<file path="src/rtl/id_ex_stage.sv">
// ID/EX pipeline register for the 5-stage MIPS pipeline.
// Latches the decoded control bundle, operands and register indices from ID,
// detects load-use hazards, inserts bubbles on stall or branch flush, and
// keeps saturating counters of inserted bubbles for performance debug.
module id_ex_stage #(
  parameter int DATA_W = 32,
  parameter int CNT_W  = 16
) (
  input  logic              clk,
  input  logic              rst,
  input  logic              id_valid,
  input  logic              id_RegDst,
  input  logic              id_Branch,
  input  logic              id_MemRead,
  input  logic              id_MemtoReg,
  input  logic              id_MemWrite,
  input  logic              id_ALUSrc,
  input  logic              id_RegWrite,
  input  logic [1:0]        id_ALUOp,
  input  logic [DATA_W-1:0] id_pc4,
  input  logic [DATA_W-1:0] id_rs_data,
  input  logic [DATA_W-1:0] id_rt_data,
  input  logic [DATA_W-1:0] id_imm,
  input  logic [4:0]        id_rs,
  input  logic [4:0]        id_rt,
  input  logic [4:0]        id_rd,
  input  logic              flush,
  output logic              stall,
  output logic              ex_valid,
  output logic              ex_RegDst,
  output logic              ex_Branch,
  output logic              ex_MemRead,
  output logic              ex_MemtoReg,
  output logic              ex_MemWrite,
  output logic              ex_ALUSrc,
  output logic              ex_RegWrite,
  output logic [1:0]        ex_ALUOp,
  output logic [DATA_W-1:0] ex_pc4,
  output logic [DATA_W-1:0] ex_rs_data,
  output logic [DATA_W-1:0] ex_rt_data,
  output logic [DATA_W-1:0] ex_imm,
  output logic [4:0]        ex_rs,
  output logic [4:0]        ex_rt,
  output logic [4:0]        ex_rd,
  output logic [CNT_W-1:0]  load_use_bubbles,
  output logic [CNT_W-1:0]  flush_bubbles
);

  localparam logic [CNT_W-1:0] CNT_MAX = {CNT_W{1'b1}};

  // Control bundle packed as {RegDst, Branch, MemRead, MemtoReg, ALUOp[1:0], MemWrite, ALUSrc, RegWrite}
  logic [8:0]        ctrl_in_s;
  logic [8:0]        ctrl_d, ctrl_q;
  logic              valid_d, valid_q;
  logic [DATA_W-1:0] pc4_q, rs_data_q, rt_data_q, imm_q;
  logic [4:0]        rs_q, rt_q, rd_q;
  logic [CNT_W-1:0]  lub_d, lub_q;
  logic [CNT_W-1:0]  fb_d, fb_q;
  logic              uses_rt_s;
  logic              hazard_s;
  logic              bubble_s;

  assign ctrl_in_s = {id_RegDst, id_Branch, id_MemRead, id_MemtoReg,
                      id_ALUOp, id_MemWrite, id_ALUSrc, id_RegWrite};

  // Load-use hazard detection: a load in EX whose destination is read by the ID instruction.
  always_comb begin
    uses_rt_s = id_RegDst | id_MemWrite | id_Branch;
    hazard_s  = valid_q & ctrl_q[6] & id_valid & (rt_q != 5'd0) &
                ((rt_q == id_rs) | (uses_rt_s & (rt_q == id_rt)));
    // A flushed ID instruction is discarded, so it must not be held.
    stall     = hazard_s & ~flush;
    bubble_s  = flush | stall;
  end

  // Next-state for valid, control bundle and the saturating bubble counters.
  always_comb begin
    valid_d = id_valid;
    ctrl_d  = ctrl_in_s;
    lub_d   = lub_q;
    fb_d    = fb_q;
    if (bubble_s) begin
      valid_d = 1'b0;
      ctrl_d  = 9'd0;
    end else begin
      valid_d = id_valid;
      ctrl_d  = ctrl_in_s;
    end
    // Flush takes priority, so a simultaneous hazard only counts as a flush bubble.
    if (flush) begin
      if (fb_q != CNT_MAX) begin
        fb_d = fb_q + {{(CNT_W-1){1'b0}}, 1'b1};
      end else begin
        fb_d = fb_q;
      end
    end else if (stall) begin
      if (lub_q != CNT_MAX) begin
        lub_d = lub_q + {{(CNT_W-1){1'b0}}, 1'b1};
      end else begin
        lub_d = lub_q;
      end
    end else begin
      fb_d  = fb_q;
      lub_d = lub_q;
    end
  end

  // Pipeline register: data and indices always load; valid/control carry the bubble.
  always_ff @(posedge clk or posedge rst) begin
    if (rst) begin
      valid_q   <= 1'b0;
      ctrl_q    <= 9'd0;
      pc4_q     <= {DATA_W{1'b0}};
      rs_data_q <= {DATA_W{1'b0}};
      rt_data_q <= {DATA_W{1'b0}};
      imm_q     <= {DATA_W{1'b0}};
      rs_q      <= 5'd0;
      rt_q      <= 5'd0;
      rd_q      <= 5'd0;
      lub_q     <= {CNT_W{1'b0}};
      fb_q      <= {CNT_W{1'b0}};
    end else begin
      valid_q   <= valid_d;
      ctrl_q    <= ctrl_d;
      pc4_q     <= id_pc4;
      rs_data_q <= id_rs_data;
      rt_data_q <= id_rt_data;
      imm_q     <= id_imm;
      rs_q      <= id_rs;
      rt_q      <= id_rt;
      rd_q      <= id_rd;
      lub_q     <= lub_d;
      fb_q      <= fb_d;
    end
  end

  assign ex_valid         = valid_q;
  assign ex_RegDst        = ctrl_q[8];
  assign ex_Branch        = ctrl_q[7];
  assign ex_MemRead       = ctrl_q[6];
  assign ex_MemtoReg      = ctrl_q[5];
  assign ex_ALUOp         = ctrl_q[4:3];
  assign ex_MemWrite      = ctrl_q[2];
  assign ex_ALUSrc        = ctrl_q[1];
  assign ex_RegWrite      = ctrl_q[0];
  assign ex_pc4           = pc4_q;
  assign ex_rs_data       = rs_data_q;
  assign ex_rt_data       = rt_data_q;
  assign ex_imm           = imm_q;
  assign ex_rs            = rs_q;
  assign ex_rt            = rt_q;
  assign ex_rd            = rd_q;
  assign load_use_bubbles = lub_q;
  assign flush_bubbles    = fb_q;

endmodule

</file>
<file path="config.mk">
export PLATFORM = sky130hd
export DESIGN_NAME = id_ex_stage
export DESIGN_NICKNAME = d
export VERILOG_FILES = /design/src/rtl/id_ex_stage.sv
export SDC_FILE = /design/constraint.sdc
export NUM_CORES = 1
export LEC_CHECK = 0
export CAP_MARGIN = 20
export CORE_MARGIN = 8
export CORE_UTILIZATION = 25
export CTS_CLUSTER_SIZE = 8
export DETAILED_ROUTE_END_ITERATION = 6
export PLACE_DENSITY_LB_ADDON = 0.3
export SLEW_MARGIN = 20
export SYNTH_ARGS = -nofsm -noshare
export SYNTH_HDL_FRONTEND = slang
export SYNTH_SLANG_ARGS = --single-unit
</file>
<file path="constraint.sdc">
create_clock -name clk -period 13.7 [get_ports clk]
set_input_delay 2.74 -clock clk [delete_from_list [all_inputs] [get_ports clk]]
set_output_delay 2.74 -clock clk [all_outputs]
set_load 0.01 [all_outputs]
</file>
==> flow_metrics.tcl, run 1 <==
set metrics [dict create \
    drcViolationCount 0 \
    htreeDepth 4 \
    grt_overflow 0 \
    cts_hold_buffers 0 \
    coreArea_um2 21900 \
    min_period_ns 7.73 \
    root_buffer "clkbuf_16" \
    pre_cts_slack_ns 5.97 \
    hold-worst-slack_ns 0.491 \
    rsz0062_at_grt "no" \
    clock_path_buffers 2 \
    finalWorstSetupSlack_ns 5.97 \
    numPortBuffers 341 \
    cts_buffers 17 \
    syn-num-nets 478 \
    max_stage_delay_ns 0.67 \
    peakVddDrop_mv 0.0671 \
    hold_viol_final 0 \
    endpoint_kind "output port" \
    critical_path_required_ns 10.96 \
    synth_area_per_cell_um2 17.5 \
    ff2ff_setup_slack_ns 11.50 \
    grt_pass1_vias 4330 \
    hpwl_mm 15.4 \
    synth_fa_ha_area_frac 0.00448 \
    hold_end "flush_bubbles[15]" \
    drt_iter0_drc 199 \
    power.total_mw 1.25 \
    worstMarginPinSlew_ns 0.810 \
    cts_setup_buffers 0 \
    synth.distinct_cells 32 \
    placementRows 54 \
    antenna_found_initial 1 \
    synthSimpleGateAreaFrac 0.0800 \
    setup-tns-final_ns 0 \
    critical_path_arrival_ns 4.99 \
    synth_ff_type "dfrtp_1" \
    insertion_delay_ns 0.42 \
    fillCellCount 1962 \
    synth_seq_cells 185 \
    start_util 0.255 \
    nets 836 \
    muxShareOfSynthArea 0.00605 \
    die-area_um2 27400 \
    worstRegToRegCells 5 \
    vias 3951 \
    slew_viol_final 0 \
    die-height_um 165 \
    yosysSeqAreaShare 0.829 \
    fin_skew_ns 0.0131 \
    timing.critical_path.mode_cell "clkdlybuf4s50_1" \
    syn_inst 320 \
    start_kind "primary input" \
    place_congestion 0.820 \
    yosysWarnings 0 \
    cap_violations 0 \
    cts_resized 0 \
    fmax_mhz 129 \
    finalCritPeriodShare 0.564 \
    synth_edf_count 0 \
    relSlewSlack 0.460 \
    firstDrtPassIters 5 \
    critPathMaxFanout 17 \
    hold_path_class "reg2reg" \
    outcome "completed" \
    wl_per_cell_um 19.7 \
    synth_async_sr_flop_share 1.00 \
    routed_wl_mm 19.2 \
    die_x_um 165 \
    synthXorXnorAreaFrac 0.0580 \
    syn_area_um2 5590 \
    setup_viol 0 \
    io_pins 342 \
    cts_tree "built" \
    r2r_start "load_use_bubbles[6]" \
    viasPerCell 4.06 \
    clkSlewWorstSetupHoldPaths_ns 0.08 \
    synth-compound-area-share 0.0159 \
    drive_above_1_share 0.0579 \
    hp-start "flush_bubbles[15]" \
    leakage_nw 4.17 \
    track_usage 0.134 \
    clock-sinks 185 \
    grt_first_pass_wirelength_mm 27.1 \
    power.density_nw_per_um2 126 \
    synth_top_family_by_area "simple AND/OR/NAND/NOR gates" \
    r2r-end "load_use_bubbles[1]" \
    syn_to_final_growth_pct 77.8 \
    setup.worst_path.class "in2out" \
    grt_start_max_net_pins 106 \
    ant_nets 0 \
    hold_depth 1 \
    path_cells "clkdlybuf4s50_1, xnor2_1, nand4_1, o22ai_2, and2_1, clkdlybuf4s50_1" \
    critPathSlowestCell "o22ai_2" \
]
placed cells by master, fill, tap and decap left out, types with 3 or more instances in the layout:
master	netlist	routed
and4_1	5	5
dfrtp_1	185	185
inv_6	0	4
nand3_1	13	13
and2_1	12	12
clkdlybuf4s50_1	0	341
clkinv_8	0	4
inv_1	4	3
nor2_1	5	5
clkbuf_16	0	17
xor2_1	4	4
nand2_1	10	10
inv_8	0	4
xnor2_1	33	33
and3_1	13	13
nand4_1	10	10
sequential cells by signal, indices dropped and copies added, names as in the netlist:
| register | flops |
|---|---|
| ctrl_q | 9 |
| ex_imm | 32 |
| ex_pc4 | 32 |
| ex_rd | 5 |
| ex_rs | 5 |
| ex_rs_data | 32 |
| ex_rt | 5 |
| ex_rt_data | 32 |
| ex_valid | 1 |
| flush_bubbles | 16 |
| load_use_bubbles | 16 |
through the flow:
| stage | utilization | instances | cell area, µm² |
|---|---|---|---|
| after floorplan | - | 320 | 5590 |
| after global placement | 0.427 | 939 | 9350 |
| after detailed placement | 0.427 | 939 | 9350 |
| after CTS | 0.454 | 971 | 9930 |
| after global routing | 0.454 | 972 | 9940 |
| final | 0.454 | 972 | 9940 |
final cells by class:
| cell class | count | area [µm²] | share of cell area |
|---|---|---|---|
| Multi-Input combinational cell | 127 | 918 | 0.0924 |
| Clock buffer | 19 | 433 | 0.0436 |
| Timing Repair Buffer | 342 | 3420 | 0.345 |
| Sequential cell | 185 | 4630 | 0.466 |
| Clock inverter | 13 | 151 | 0.0152 |
| Antenna cell | 1 | 2.50 | 0.000252 |
| Tap cell | 280 | 350 | 0.0353 |
| Inverter | 5 | 26.3 | 0.00264 |
power by group:
| part | switching [mW] | internal [mW] | total, mW | leakage [nW] |
|---|---|---|---|---|
| clock | 0.235 | 0.246 | 0.481 | 0.284 |
| combinational | 0.0647 | 0.107 | 0.172 | 1.66 |
| sequential | 0.0197 | 0.579 | 0.598 | 2.23 |
kinds of logic after synthesis:
kind of cell	count (synthesis)
compound gates	9
flops	185
fa+ha+maj	2
mux	3
xor+xnor	37
buf+inv	8
simple gates	76
worst max-delay path by stage:
stage / startpoint / endpoint / slack, ns / depth (start not counted)
2_1_floorplan: rst / ctrl_q[0] / 5.93 / 1
4_1_cts: id_rt[4] / stall / 5.97 / 6
5_1_grt: id_rt[2] / stall / 5.78 / 6
3_3_place_gp: id_rt[3] / stall / 6.05 / 6
6_report: id_rt[4] / stall / 5.97 / 6
3_5_place_dp: id_rt[4] / stall / 5.97 / 6
cells in the mapped netlist, types with 2 or more instances:
cell type  number  area, µm²
nand4b_1        2       17.5
ha_1            2       25.0
and3_1         13       81.3
xnor2_1        33        289
nand3_1        13       65.1
mux2_2          2       22.5
nand2_1        10       37.5
dfrtp_1       185       4630
and2_1         12       75.1
nor3_1          2       10.0
inv_1           4       15.0
nor2_1          5       18.8
a31oi_1         2       12.5
nand4_1        10       62.6
xor2_1          4       35.0
and4_1          5       43.8
layer usage:
layer,vias up,part of all wire,track usage
li1,1782,-,-
met1,1969,0.35,0.136
met2,182,0.55,0.249
met3,18,0.089,0.0498
met4,0,0.016,0.0442
met5,-,0,0
worst max-delay path, delay by kind of cell:
| kind | cells | cell delay, ns |
|---|---|---|
| buf+inv | 2 | 1.05 |
| compound gates | 1 | 0.67 |
| simple gates | 2 | 0.40 |
| xor+xnor | 1 | 0.14 |
No activity file was read; power rests on OpenSTA's default activity.
==> run 2: changes to the inputs <==
==> constraint.sdc (replaced) <==
create_clock -name clk -period 6.38 [get_ports clk]
set_input_delay 1.276 -clock clk [delete_from_list [all_inputs] [get_ports clk]]
set_output_delay 1.276 -clock clk [all_outputs]
set_load 0.01 [all_outputs]
==> flow_metrics.tcl, run 2 (same netlist as run 1, synthesis figures left out) <==
set metrics [dict create \
    cts_resized 0 \
    numPortBuffers 341 \
    critical_path_required_ns 5.10 \
    top_layer "met4" \
    leakage_nw 4.18 \
    hold_viol_final 0 \
    critPathSlowestCell "clkdlybuf4s50_1" \
    fin_skew_ns 0.0106 \
    clkSlewWorstSetupHoldPaths_ns 0.07 \
    slew_viol_final 0 \
    rsz0062_at_grt "no" \
    drt-met1-wl_mm 6.46 \
    max_stage_delay_ns 0.56 \
    fin_util 0.455 \
    track_usage 0.132 \
    wl_met3_mm 1.87 \
    r2r_start "load_use_bubbles[6]" \
    viasPerCell 4.03 \
    place_congestion 0.826 \
    ff2ff_setup_slack_ns 4.28 \
    critical_path_arrival_ns 3.21 \
    dpl_cell_area_um2 9350 \
    io_pins 342 \
    antenna_found_initial 0 \
    critPathMaxFanout 17 \
    outcome "completed" \
    final_common_cell "clkdlybuf4s50_1" \
    hold_path_class "reg2reg" \
    grt_overflow 0 \
    routed_wl_mm 19.0 \
    cap_violations 0 \
    coreArea_um2 21900 \
    hold_end "load_use_bubbles[9]" \
    start_kind "primary input" \
    drive_above_1_share 0.0607 \
    path_cells "clkdlybuf4s50_1, xnor2_1, nand4_1, o22ai_2, buf_4, and2_1, clkdlybuf4s50_1" \
    hp-start "load_use_bubbles[9]" \
    mostFrequentLayoutCells "341 x clkdlybuf4s50_1, 185 x dfrtp_1, 33 x xnor2_1" \
    ant_nets 0 \
    cts_hold_buffers 0 \
    wl_per_cell_um 19.5 \
    relSlewSlack 0.365 \
    crit_family "buffers and inverters" \
    grt_start_max_net_pins 143 \
    die-height_um 165 \
    peakVddDrop_mv 0.185 \
    worstRegToRegCells 5 \
    timing.critical_path.mode_cell "clkdlybuf4s50_1" \
    clock-sinks 185 \
    start_util 0.255 \
    drcViolationCount 0 \
    finalWorstSetupSlack_ns 1.89 \
    setup.worst_path.class "in2out" \
    die-area_um2 27400 \
    r2r-end "load_use_bubbles[1]" \
    power.total_mw 2.70 \
    diodes 0 \
    vias 3921 \
    clock_path_buffers 2 \
    cts_buffers 17 \
    hold_depth 1 \
    firstDrtPassIters 4 \
    grt_first_pass_wirelength_mm 27.0 \
    power.density_nw_per_um2 271 \
    placementRows 54 \
    finalCritPeriodShare 0.704 \
    insertion_delay_ns 0.42 \
    root_buffer "clkbuf_16" \
    setup-tns-final_ns 0 \
    setup_viol 0 \
    worstMarginPinSlew_ns 0.953 \
    min_period_ns 4.49 \
    grt_pass1_vias 4292 \
    fillCellCount 1982 \
    syn_to_final_growth_pct 78.1 \
    cts_tree "built" \
    pre_cts_slack_ns 1.87 \
    endpoint_kind "output port" \
    final_cell_area_um2 9950 \
    htreeDepth 4 \
    die_x_um 165 \
    cts_setup_buffers 0 \
    fmax_mhz 223 \
    drt_iter0_drc 196 \
    nets 837 \
    route.met2.wl_mm 10.2 \
    hpwl_mm 15.3 \
    cp.buffers_inverters 3 \
]
run 2: cell types whose count changed in the layout (fill, tap and decap cells not counted):
| cell | before | now |
|---|---|---|
| inv_12 | 0 | 1 |
| clkinvlp_4 | 0 | 1 |
| clkinv_4 | 2 | 1 |
| inv_6 | 4 | 3 |
| buf_4 | 0 | 2 |
| diode_2 | 1 | 0 |
| inv_8 | 4 | 5 |
| clkbuf_1 | 2 | 1 |
| buf_6 | 1 | 0 |
run 2: final cells by class:
cell class,instances,area (µm²),area share
clock buffer,18,429,0.0431
clock inverter,14,169,0.0170
inverter,5,26.3,0.00264
multi-input combinational,127,918,0.0923
sequential,185,4630,0.465
tap,280,350,0.0352
timing repair buffer,343,3430,0.345
run 2: worst register-to-register path, stage by stage, from the launching register on:
cell and delay (ns):
dfrtp_1 0.44, and4_1 0.25, and3_1 0.23, a211oi_2 0.57, nand2_1 0.20, mux2_2 0.30
run 2: how the worst max path moves through the flow:
stage          slack, ns        end      from  cells after the start
6_report            1.89      stall  id_rt[4]                      7
5_1_grt             1.77      stall  id_rt[2]                      7
4_1_cts             1.86      stall  id_rt[4]                      7
3_5_place_dp        1.87      stall  id_rt[4]                      7
3_3_place_gp        1.91      stall  id_rt[3]                      7
2_1_floorplan       0.08  ctrl_q[0]       rst                      1
run 2: per-stage QoR:
| step | hold WS, ns | std cells |
|---|---|---|
| finish | 0.490 | 972 |
| global route | 0.521 | 972 |
| CTS | 0.499 | 972 |
| detailed placement | 0.482 | 940 |
| global placement | 0.478 | 940 |
| floorplan | 0.516 | 320 |
run 2: report_power, final:
| group | switching (mW) | internal, mW | total (mW) |
|---|---|---|---|
| clock network | 0.511 | 0.533 | 1.04 |
| logic | 0.139 | 0.230 | 0.369 |
| registers | 0.0411 | 1.24 | 1.28 |
run 2: per-layer routing:
layer	vias to the layer above	GRT usage
met3	22	0.0473
met5	-	0
met4	0	0.0499
met1	1928	0.136
li1	1789	-
met2	182	0.242
